==> config.mk <==
export PLATFORM = sky130hd
export DESIGN_NAME = a7link_seq
export DESIGN_NICKNAME = d
export VERILOG_FILES = /design/src/rtl/a7link_pkg.sv /design/src/rtl/a7link_deframer.sv /design/src/rtl/a7link_seq.sv
export SDC_FILE = /design/constraint.sdc
export NUM_CORES = 1
export LEC_CHECK = 0
export BUFFER_PORTS_ARGS = -buffer_cell sky130_fd_sc_hd__buf_2
export CORE_MARGIN = 3
export CORE_UTILIZATION = 45
export DETAILED_ROUTE_END_ITERATION = 16
export GPL_TIMING_DRIVEN = 0
export PLACE_DENSITY = 0.65
export SETUP_SLACK_MARGIN = 0.2
export SLEW_MARGIN = 10
export SYNTH_ARGS = -nofsm -noshare
export SYNTH_HDL_FRONTEND = slang
export SYNTH_SLANG_ARGS = --single-unit
==> constraint.sdc <==
create_clock -name clk -period 5.6 [get_ports clk]
set_input_delay 1.12 -clock clk [delete_from_list [all_inputs] [get_ports clk]]
set_output_delay 1.12 -clock clk [all_outputs]
set_load 0.005 [all_outputs]
==> src/rtl/a7link_pkg.sv <==
// rtl/a7link_pkg.sv - shared constants, state type and frame builder for the a7link sequencer
package a7link_pkg;

    localparam logic [7:0] OP_RD          = 8'h01;
    localparam logic [7:0] OP_WR          = 8'h02;
    localparam int         FRAME_BITS     = 12;
    localparam int         FRAMES_PER_REQ = 5;
    localparam int         STREAM_BITS    = FRAME_BITS * FRAMES_PER_REQ;
    localparam logic [7:0] TIMEOUT_STATUS = 8'hFF;

    typedef enum logic [1:0] {
        ST_IDLE,
        ST_SEND,
        ST_WAIT,
        ST_DONE
    } state_t;

    // Frame layout, MSB first on the wire: start(1), flag, data[7:0], 0, 0
    function automatic logic [FRAME_BITS-1:0] make_frame(input logic flag, input logic [7:0] data);
        return {1'b1, flag, data, 2'b00};
    endfunction

endpackage

==> src/rtl/a7link_deframer.sv <==
// rtl/a7link_deframer.sv - serial receive deframer for the a7link far-end line
//
// Ports:
//   clk_i      clock, rising edge
//   rst_i      synchronous active-high reset
//   serial_i   raw serial line from the far end
//   stb_o      one-cycle pulse: a frame was detected
//   data_o     data byte of the detected frame (valid with stb_o, held after)
//   flag_o     flag bit of the detected frame (valid with stb_o, held after)
module a7link_deframer
    import a7link_pkg::*;
(
    input  logic       clk_i,
    input  logic       rst_i,
    input  logic       serial_i,
    output logic       stb_o,
    output logic [7:0] data_o,
    output logic       flag_o
);

    logic                  sin_q;
    logic [FRAME_BITS-1:0] shreg_q;
    logic [FRAME_BITS-1:0] shreg_d;
    logic                  hit;
    logic                  stb_q;
    logic [7:0]            data_q;
    logic                  flag_q;

    // Detection looks at the value about to be shifted in, so the clear
    // happens on the same edge and the next frame's start bit (arriving on
    // the following edge) lands in a clean register.
    always_comb begin
        shreg_d = {shreg_q[FRAME_BITS-2:0], sin_q};
        hit     = shreg_d[FRAME_BITS-1] && (shreg_d[1:0] == 2'b00);
    end

    always_ff @(posedge clk_i) begin
        if (rst_i) begin
            sin_q   <= 1'b0;
            shreg_q <= '0;
            stb_q   <= 1'b0;
            data_q  <= 8'h00;
            flag_q  <= 1'b0;
        end else begin
            sin_q <= serial_i;
            stb_q <= hit;
            if (hit) begin
                data_q  <= shreg_d[9:2];
                flag_q  <= shreg_d[10];
                shreg_q <= '0;
            end else begin
                shreg_q <= shreg_d;
            end
        end
    end

    assign stb_o  = stb_q;
    assign data_o = data_q;
    assign flag_o = flag_q;

endmodule

==> src/rtl/a7link_seq.sv <==
// rtl/a7link_seq.sv - register-access sequencer: frames a request, awaits the reply, reports completion
//
// Ports:
//   clk, rst                      clock and synchronous active-high reset
//   req_valid/req_ready           request handshake (ready only in IDLE)
//   req_wr, req_addr, req_wrdata  request contents, captured on acceptance
//   rsp_valid                     one-cycle completion pulse
//   rsp_timeout/status/rddata     completion result, held until the next completion
//   serial_out, serial_in         serial lines to / from the far end
//   busy                          state is not IDLE
//   cnt_sent/rcvd/timeout         wrapping frame and timeout counters
module a7link_seq
    import a7link_pkg::*;
#(
    parameter int unsigned TIMEOUT_CYCLES = 4096,
    parameter int unsigned CNT_W          = 16
) (
    input  logic             clk,
    input  logic             rst,
    input  logic             req_valid,
    output logic             req_ready,
    input  logic             req_wr,
    input  logic [15:0]      req_addr,
    input  logic [15:0]      req_wrdata,
    output logic             rsp_valid,
    output logic             rsp_timeout,
    output logic [7:0]       rsp_status,
    output logic [15:0]      rsp_rddata,
    output logic             serial_out,
    input  logic             serial_in,
    output logic             busy,
    output logic [CNT_W-1:0] cnt_sent,
    output logic [CNT_W-1:0] cnt_rcvd,
    output logic [CNT_W-1:0] cnt_timeout
);

    localparam int TMO_W = (TIMEOUT_CYCLES > 1) ? $clog2(TIMEOUT_CYCLES) : 1;
    localparam logic [TMO_W-1:0] TMO_LAST = TMO_W'(TIMEOUT_CYCLES - 1);

    state_t                 state_q;
    logic [STREAM_BITS-1:0] tx_shift_q;
    logic [STREAM_BITS-1:0] stream_d;
    logic [3:0]             frame_bit_q;
    logic [2:0]             frame_idx_q;
    logic                   serial_out_q;
    logic [TMO_W-1:0]       tmo_cnt_q;
    logic [15:0]            resp_q;
    logic                   rsp_valid_q;
    logic                   rsp_timeout_q;
    logic [7:0]             rsp_status_q;
    logic [15:0]            rsp_rddata_q;
    logic [CNT_W-1:0]       cnt_sent_q;
    logic [CNT_W-1:0]       cnt_rcvd_q;
    logic [CNT_W-1:0]       cnt_timeout_q;
    logic [15:0]            wd;
    logic [7:0]             op;
    logic                   rx_stb;
    logic [7:0]             rx_data;
    logic                   rx_flag;

    a7link_deframer u_deframer (
        .clk_i    (clk),
        .rst_i    (rst),
        .serial_i (serial_in),
        .stb_o    (rx_stb),
        .data_o   (rx_data),
        .flag_o   (rx_flag)
    );

    // Whole 60-bit request stream, built from the live request inputs and
    // loaded into the transmit shifter on the acceptance edge.
    always_comb begin
        wd       = req_wr ? req_wrdata : 16'h0000;
        op       = req_wr ? OP_WR : OP_RD;
        stream_d = {make_frame(1'b0, op),
                    make_frame(1'b0, req_addr[15:8]),
                    make_frame(1'b0, req_addr[7:0]),
                    make_frame(1'b0, wd[15:8]),
                    make_frame(1'b1, wd[7:0])};
    end

    // resp_q holds the two most recent reply bytes; together with the byte
    // arriving in the flagged frame it forms the 24-bit response window.
    always_ff @(posedge clk) begin
        if (rst) begin
            state_q       <= ST_IDLE;
            tx_shift_q    <= '0;
            frame_bit_q   <= 4'd0;
            frame_idx_q   <= 3'd0;
            serial_out_q  <= 1'b0;
            tmo_cnt_q     <= '0;
            resp_q        <= 16'h0000;
            rsp_valid_q   <= 1'b0;
            rsp_timeout_q <= 1'b0;
            rsp_status_q  <= 8'h00;
            rsp_rddata_q  <= 16'h0000;
            cnt_sent_q    <= '0;
            cnt_rcvd_q    <= '0;
            cnt_timeout_q <= '0;
        end else begin
            rsp_valid_q <= 1'b0;
            if (rx_stb) begin
                cnt_rcvd_q <= cnt_rcvd_q + CNT_W'(1);
            end
            case (state_q)
                ST_IDLE: begin
                    if (req_valid) begin
                        state_q      <= ST_SEND;
                        serial_out_q <= stream_d[STREAM_BITS-1];
                        tx_shift_q   <= {stream_d[STREAM_BITS-2:0], 1'b0};
                        frame_bit_q  <= 4'd1;
                        frame_idx_q  <= 3'd0;
                        cnt_sent_q   <= cnt_sent_q + CNT_W'(1);
                    end
                end
                ST_SEND: begin
                    if (frame_bit_q == 4'(FRAME_BITS)) begin
                        if (frame_idx_q == 3'(FRAMES_PER_REQ - 1)) begin
                            state_q      <= ST_WAIT;
                            serial_out_q <= 1'b0;
                            resp_q       <= 16'h0000;
                            tmo_cnt_q    <= '0;
                        end else begin
                            frame_idx_q  <= frame_idx_q + 3'd1;
                            frame_bit_q  <= 4'd1;
                            cnt_sent_q   <= cnt_sent_q + CNT_W'(1);
                            serial_out_q <= tx_shift_q[STREAM_BITS-1];
                            tx_shift_q   <= {tx_shift_q[STREAM_BITS-2:0], 1'b0};
                        end
                    end else begin
                        frame_bit_q  <= frame_bit_q + 4'd1;
                        serial_out_q <= tx_shift_q[STREAM_BITS-1];
                        tx_shift_q   <= {tx_shift_q[STREAM_BITS-2:0], 1'b0};
                    end
                end
                ST_WAIT: begin
                    // A flagged frame wins over a timeout landing on the same cycle.
                    if (rx_stb && rx_flag) begin
                        state_q       <= ST_DONE;
                        rsp_valid_q   <= 1'b1;
                        rsp_timeout_q <= 1'b0;
                        rsp_status_q  <= rx_data;
                        rsp_rddata_q  <= resp_q;
                    end else begin
                        if (rx_stb) begin
                            resp_q <= {resp_q[7:0], rx_data};
                        end
                        if (tmo_cnt_q == TMO_LAST) begin
                            state_q       <= ST_DONE;
                            rsp_valid_q   <= 1'b1;
                            rsp_timeout_q <= 1'b1;
                            rsp_status_q  <= TIMEOUT_STATUS;
                            rsp_rddata_q  <= 16'h0000;
                            cnt_timeout_q <= cnt_timeout_q + CNT_W'(1);
                        end else begin
                            tmo_cnt_q <= tmo_cnt_q + TMO_W'(1);
                        end
                    end
                end
                ST_DONE: begin
                    state_q <= ST_IDLE;
                end
                default: begin
                    state_q <= ST_IDLE;
                end
            endcase
        end
    end

    assign req_ready   = (state_q == ST_IDLE);
    assign busy        = (state_q != ST_IDLE);
    assign serial_out  = serial_out_q;
    assign rsp_valid   = rsp_valid_q;
    assign rsp_timeout = rsp_timeout_q;
    assign rsp_status  = rsp_status_q;
    assign rsp_rddata  = rsp_rddata_q;
    assign cnt_sent    = cnt_sent_q;
    assign cnt_rcvd    = cnt_rcvd_q;
    assign cnt_timeout = cnt_timeout_q;

endmodule
==> reports/summary.txt, run 1 <==
Status: finished clean
CTS Buf Count: 17
Crit start category: register
Post-DP HPWL: 12820 um
Post-synthesis sequential area ratio: 0.4930
Fin crit share: 0.5071
Global placer's final weighted congestion: 0.7848
DIE AREA: 0.01885 sq mm
Fmax: 352.2 MHz
Clk buf depth: 2
DR pass1 iterations: 5
Clk root buf: clkbuf_16
Grt total ovfl: 0
Yosys warns: 0
Crit path max-delay cell type: clkbuf_1
Port bufs: 113
CP most frequent cell: clkbuf_1
Cell area after layout: 0.009168 sq mm
Pwr per Cell Area: 396.3 mW/mm^2
Max Slew Vio Count: 0
Starting DRT DRC Count: 280
CTS tree: done
Top delay family on crit path: buffers and inverters
Xor/xnor share of the synthesized area: 0.04743
Share of post-route cells with drive strength above 1: 0.1554
Largest family of logic cells by synthesized area: simple AND/OR/NAND/NOR gates
Final core occ: 0.5489
WL/cell: 14.92 um
Post-Syn Area: 0.007756 sq mm
Final Skew: 0.007205 ns
DR DRC count: 0
Post-CTS resize count: 0
Slew headroom: 0.3520
Largest net degree at the start of global routing: 17
CTS sink count: 191
Routed vias: 6511
Worst-case vdd ir drop: 273.5 uV
Final hold slack: 0.4543 ns
H-Tree Depth: 4
Post-Synth Simple-Gate Area: 0.2387
Worst-Margin Slew: 0.9585 ns
RSZ-0062 raised after global routing: no
Setup TNS: 0 ns
ANT nets after route: 0
Total Wirelength: 18350 um
Row cnt: 47
N_diodes: 0
Worst min-delay path category: register to register
Syn Area/Cell: 8.956 sq um
Cells after Synth: 866
Cell Area, Placed: 0.008597 sq mm
Crit. End Element: register
Adder-cell area share of the yosys netlist: 0.01936
CP Cell Sequence: inv_1, ha_1, mux2i_1, clkbuf_1, a21oi_1, clkbuf_1, clkbuf_1, nand3_1, a21oi_1
Crit path max fanout: 10
Max_cap viols: 0
Final setup violation count: 0
Power Total: 0.003633 W
FF+latch count, synth: 191
Netlist cell types: 52
Crit path DAT: 3.19 ns
Number of antenna violations at the first check in global routing: 0
Ys async rst share: 0
Core area: 0.01670 sq mm
Vias/cell: 5.293
Post-CTS Hold Buffers: 0
Post-synth top flop: dfxtp_1
Hold Violations, Final: 0
Die Span Y: 137.3 um
Clock latency on the worst-skew pair: 0.43 ns
CTS clk-pin slew, worst paths: 0.07 ns
Boundary pin count: 114
Worst Setup Path Type: register to register
Mux cell area share after synthesis: 0.04807
Worst Path Buf+Inv: 4
Total GRT Usage: 0.1994
Vias in the first global route: 6080
Die W: 137.3 um
Post-synth EDFFs: 0
Layout area overhead: 18.20%
Pleak: 3.609 nW
Compound-Gate Fraction of Synth Area: 0.1173
Final #Nets: 1047
Global-route wire length before repair: 30270 um
Post-synthesis net count: 915
Post-CTS Setup Bufs: 0
Initial core utilization: 0.4644
Worst EP required: 5.95 ns
Min cycle time layout: 2.840 ns
Max incr delay on CP: 0.47 ns
==> cells in the mapped netlist, drive strengths merged, types with 2 or more instances <==
library cell    n  area (sq um)
clkbuf         50         187.7
nand3b          3         22.52
mux2            2         22.52
nor2b           8         50.05
buf             8         40.04
a21o            2         15.01
xor2           10         87.58
nor4           15         100.1
ha             12         150.1
nand4          12         81.33
a221oi         15         131.4
xnor2          32         280.3
or3             9         56.30
a21oi          45         225.2
mux2i          35         350.3
o21a            2         15.01
nor4b           4         35.03
a311oi          2         17.52
or2             2         12.51
nor3           39         195.2
inv            14         52.55
a21bo           2         20.02
or4             6         52.55
a22o            9         78.83
and3            7         43.79
o21ai           9         45.04
o31ai           4         30.03
and2           27         168.9
nand3          40         200.2
a22oi          16         120.1
a211oi         19         142.6
nor2          141         529.3
and4            4         35.03
dfxtp         191          3824
nand2          53         198.9
nor3b           5         37.54
nand4b          2         17.52
==> power breakdown <==
part / switching (W) / internal [W] / total, W
logic: 0.000561 / 0.000298 / 0.000859
clock network: 0.000529 / 0.000660 / 0.00119
registers: 0.0000842 / 0.00150 / 0.00158
total: 0.00117 / 0.00246 / 0.00363
==> worst min-delay path, delay by kind of cell (launching register included) <==
family          cells  cell delay (ns)
flops               1             0.31
simple gates        1             0.05
compound gates      1             0.05
==> per-stage QoR <==
stage,instances,setup slack [ns]
after floorplan,866,3.103
after global placement,1199,2.387
after detailed placement,1199,2.403
after CTS,1230,2.743
after global routing,1230,2.496
final,1230,2.760
==> state kept, by name, indices dropped and copies added, names as in the netlist, 2 cells and up <==
name	flops
cnt_rcvd	16
rsp_status	8
frame_bit_q	4
frame_idx_q	3
cnt_timeout	16
u_deframer.data_o	8
tx_shift_q	57
resp_q	16
state_q	2
u_deframer.shreg_q	11
rsp_rddata	16
tmo_cnt_q	12
cnt_sent	16
==> path summary, 6_finish.rpt <==
path / from / end / slack [ns] / depth (start not counted)
min: tx_shift_q[57] / tx_shift_q[57] / 0.45 / 2
min reg2reg: tx_shift_q[57] / tx_shift_q[57] / 0.45 / 2
max: state_q[1] / tx_shift_q[3] / 2.76 / 9
max reg2reg: state_q[1] / tx_shift_q[3] / 2.76 / 9
==> cells by family (layout without fill, tap and decap cells) <==
kind of cell,Yosys count,after routing
DFF,191,191
AOI/OAI and AO/OA,133,133
adders and majority gates,12,12
muxes,37,37
and+or+nand+nor,379,379
xor gates and xnor gates,42,42
buffers and inverters,72,216
==> layout by cell type, fill, tap and decap left out, types with 14 or more instances in the layout <==
master	count
clkbuf_1	52
nor4_1	14
a21oi_1	45
a221oi_1	15
dfxtp_1	191
buf_2	115
nand2_1	53
mux2i_1	35
a22oi_1	16
and2_1	27
a211oi_1	19
nor2_1	141
nor3_1	39
inv_1	14
clkbuf_16	17
nand3_1	40
xnor2_1	32
==> cell type report <==
type | instances | area [sq um]
fill | 1603 | 7533
inverter | 14 | 52.55
clock inverter | 12 | 137.6
clock buffer | 19 | 432.9
buffer | 58 | 227.7
sequential | 191 | 3824
multi-input combinational | 603 | 3652
tap | 220 | 275.3
timing repair buffer | 113 | 565.5
==> layer usage <==
| metal | wire length [um] | share of wire | up-vias | GRT usage |
|---|---|---|---|---|
| li1 | - | - | 3316 | - |
| met5 | 0 | 0 | - | 0 |
| met1 | 8929 | 0.49 | 3051 | 0.2745 |
| met4 | 197 | 0.011 | 0 | 0.05155 |
| met3 | 930 | 0.051 | 11 | 0.04675 |
| met2 | 8294 | 0.45 | 133 | 0.3163 |
Power figures use the tool's default switching activity.
==> run 2: changes to the inputs <==
--- a/config.mk
+++ b/config.mk
@@ -5,12 +5,13 @@
 export SDC_FILE = /design/constraint.sdc
 export NUM_CORES = 1
 export LEC_CHECK = 0
+export ABC_AREA = 1
 export BUFFER_PORTS_ARGS = -buffer_cell sky130_fd_sc_hd__buf_2
 export CORE_MARGIN = 3
 export CORE_UTILIZATION = 45
 export DETAILED_ROUTE_END_ITERATION = 16
 export GPL_TIMING_DRIVEN = 0
-export PLACE_DENSITY = 0.65
+export PLACE_DENSITY = 0.67
 export SETUP_SLACK_MARGIN = 0.2
 export SLEW_MARGIN = 10
 export SYNTH_ARGS = -nofsm -noshare
==> constraint.sdc (replaced) <==
create_clock -name clk -period 2.3 [get_ports clk]
set_input_delay 0.46 -clock clk [delete_from_list [all_inputs] [get_ports clk]]
set_output_delay 0.46 -clock clk [all_outputs]
set_load 0.005 [all_outputs]
==> reports/summary.txt, run 2 <==
Pleak: 4.005 nW (+11%)
Depth of the worst hold-timing path: 3 (+1)
WHS Endpoint: u_deframer.sin_q
Setup TNS: 0 ns (unchanged)
Post-synth top flop: dfxtp_1
Post-synthesis net count: 1211 (+32%)
Ys async rst share: 0 (unchanged)
Vias/cell: 5.154 (-2.6%)
Worst EP required: 2.64 ns (-3.31 ns)
Post-CTS Hold Buffers: 0 (unchanged)
Number of antenna violations at the first check in global routing: 0 (unchanged)
Layout area overhead: 18.19% (about the same)
Synth top area share: 0.4621 (-0.03086)
Pwr per Cell Area: 1051 mW/mm^2 (+170%)
Power Total: 0.01028 W (+180%)
Max Slew Vio Count: 0 (unchanged)
Most common cell after layout, fill and taps aside: nand2_1
Cells after Synth: 1162 (+34%)
Hold Violations, Final: 0 (unchanged)
Final setup violation count: 0 (unchanged)
Share of post-route cells with drive strength above 1: 0.1506 (-0.004834)
Syn Area/Cell: 7.121 sq um (-20%)
H-Tree Depth: 4 (unchanged)
Crit path max fanout: 10 (unchanged)
Final Skew: 0.009894 ns (+0.002689 ns)
DR pass1 iterations: 5 (unchanged)
Status: finished clean
Worst Setup Path Type: register to register
Post-synth EDFFs: 0 (unchanged)
CP Cell Sequence: inv_1, ha_1, clkbuf_2, nand2_1, nand2_1, nand2_1, nor2_4, buf_4, o21ai_0, nand2_1, nor2_1
Post-DP HPWL: 15060 um (+17%)
Max_cap viols: 0 (unchanged)
ANT nets after route: 0 (unchanged)
R2r endpoint: resp_q[7]
RSZ-0062 raised after global routing: no
Starting DRT DRC Count: 472 (+69%)
Yosys warns: 0 (unchanged)
Most frequent cells in the layout: 283 x nand2_1, 191 x dfxtp_1, 147 x nor2_1
Crit start category: register
Routed vias: 7901 (+21%)
Worst min-delay path category: primary input to register
Port bufs: 112 (-0.88%)
Startpoint of the worst hold path: serial_in
Global placer's final weighted congestion: 0.9100 (+16%)
Clock latency on the worst-skew pair: 0.44 ns (about the same)
CP most frequent cell: nand2_1
DR DRC count: 0 (unchanged)
Min cycle time layout: 1.932 ns (-0.9075 ns)
Netlist cell types: 35 (-33%)
R2R cell count: 11 (+2)
Synth top cells by count: 284 x nand2_1, 191 x dfxtp_1, 148 x nor2_1, 110 x a21oi_1, 104 x inv_1
Vias in the first global route: 7132 (+17%)
Row cnt: 48 (+2.1%)
Post-Syn Area: 0.008274 sq mm (+6.7%)
CTS clk-pin slew, worst paths: 0.07 ns (about the same)
CTS tree: done
Boundary pin count: 114 (unchanged)
Post-synthesis sequential area ratio: 0.4621 (-0.03086)
WL/cell: 13.76 um (-7.8%)
Most frequent cell after synthesis: nand2_1
Final #Nets: 1344 (+28%)
Clk buf depth: 2 (unchanged)
Cell taking the most area after synthesis: dfxtp_1
Clk root buf: clkbuf_16
Initial core utilization: 0.4686 (+0.004194)
Slew headroom: 0.4924 (+0.1405)
DIE AREA: 0.02005 sq mm (+6.4%)
Die Span Y: 141.6 um (+3.1%)
Total GRT Usage: 0.2089 (+0.009511)
Core area: 0.01766 sq mm (+5.7%)
Crit path DAT: 2.27 ns (-0.92 ns)
CTS Buf Count: 17 (unchanged)
Crit. End Element: register
Fmax: 517.6 MHz (+47%)
Worst-case vdd ir drop: 664.4 uV (+140%)
Pre-CTS WS: 0.1940 ns (-2.209 ns)
N_diodes: 0 (unchanged)
Grt total ovfl: 0 (unchanged)
Setup WS post-layout: 0.3679 ns (-2.393 ns)
Total Wirelength: 21100 um (+15%)
Worst flop-to-flop path startpoint: state_q[0]
Crit path max-delay cell type: dfxtp_1
Max reg flops: 57 (unchanged)
FF+latch count, synth: 191 (unchanged)
Max incr delay on CP: 0.32 ns (-0.15 ns)
Reg2Reg Setup Slack: 0.37 ns (-2.39 ns)
Die W: 141.6 um (+3.1%)
Global-route wire length before repair: 34440 um (+14%)
Synth area leaders: dfxtp_1 46%, nand2_1 13%, nor2_1 6.7%
Worst-Margin Slew: 0.7614 ns (-0.1972 ns)
Fin crit share: 0.8401 (+0.3330)
Top reg by flops: tx_shift_q
CTS sink count: 191 (unchanged)
Largest net degree at the start of global routing: 19 (+2)
## run 2: changes by cell type in the layout (fill, tap and decap cells not counted), sizes merged, moves of 23 or more
cell	before	now
xnor2	32	2
mux2i	35	0
and2	27	0
o21ai	9	90
nand2	53	288
clkbuf	69	42
inv	16	113
a21oi	45	110
nand3	40	63
## run 2: final cells by class
type / count / area, sq um
inverter: 109 / 412.9
timing repair buffer: 114 / 575.6
fill: 1758 / 7878
multi-input combinational: 809 / 3797
tap: 225 / 281.5
clock inverter: 15 / 201.4
sequential: 191 / 3824
buffer: 53 / 261.5
clock buffer: 17 / 425.4
## run 2: cell families (layout without fill, tap and decap cells)
group,Yosys count,count (layout),synth area share
DFF,191,191,0.4621
AOI/OAI and AO/OA,250,250,0.1630
buffers and inverters,162,308,0.08045
and+or+nand+nor,541,541,0.2699
adders and majority gates,12,12,0.01815
xor gates and xnor gates,6,6,0.006351
## run 2: metal layers
| layer | global-route usage | wire [um] | share of wire | vias to the layer above |
|---|---|---|---|---|
| met3 | 0.04146 | 1167 | 0.055 | 29 |
| met5 | 0 | 0 | 0 | - |
| met4 | 0.06364 | 332 | 0.016 | 0 |
| met2 | 0.3335 | 9572 | 0.45 | 215 |
| li1 | - | - | - | 4036 |
| met1 | 0.2869 | 10030 | 0.48 | 3621 |
## run 2: what timing repair did
action | in CTS | in global routing
resized for setup | 1 | 7
endpoints found under the setup margin | 1 | 57
buffers inserted | 0 | 2
## run 2: stage by stage
stage	utilization	cell area, sq um	hold slack [ns]	instances
after floorplan	-	8274	0.4094	1162
after global placement	0.5163	9116	0.4254	1499
after detailed placement	0.5163	9116	0.4258	1499
after CTS	0.5520	9747	0.2294	1531
after global routing	0.5539	9779	0.2584	1533
final	0.5539	9779	0.2418	1533
## run 2: worst max-delay path by stage
| stage | start | end | slack [ns] | depth (start not counted) |
|---|---|---|---|---|
| 4_1_cts | state_q[0] | cnt_sent[4] | 0.26 | 9 |
| 2_1_floorplan | state_q[0] | tmo_cnt_q[0] | 0.58 | 12 |
| 3_3_place_gp | state_q[0] | resp_q[5] | 0.23 | 12 |
| 5_1_grt | state_q[0] | tmo_cnt_q[0] | 0.20 | 11 |
| 6_report | state_q[0] | resp_q[7] | 0.37 | 11 |
| 3_5_place_dp | state_q[0] | resp_q[11] | 0.19 | 11 |
## run 2: critical path, delay by kind of cell, from the launching register on
kind / cells / cell delay (ns)
AOI/OAI and AO/OA: 1 / 0.09
adders and majority gates: 1 / 0.16
buffers and inverters: 3 / 0.54
DFF: 1 / 0.32
and+or+nand+nor: 6 / 0.73
## run 2: where the power goes
group | total [W] | internal [W] | switching, W
Clock | 0.00316 | 0.00175 | 0.00140
Sequential | 0.00410 | 0.00383 | 0.000262
Combinational | 0.00303 | 0.000986 | 0.00205
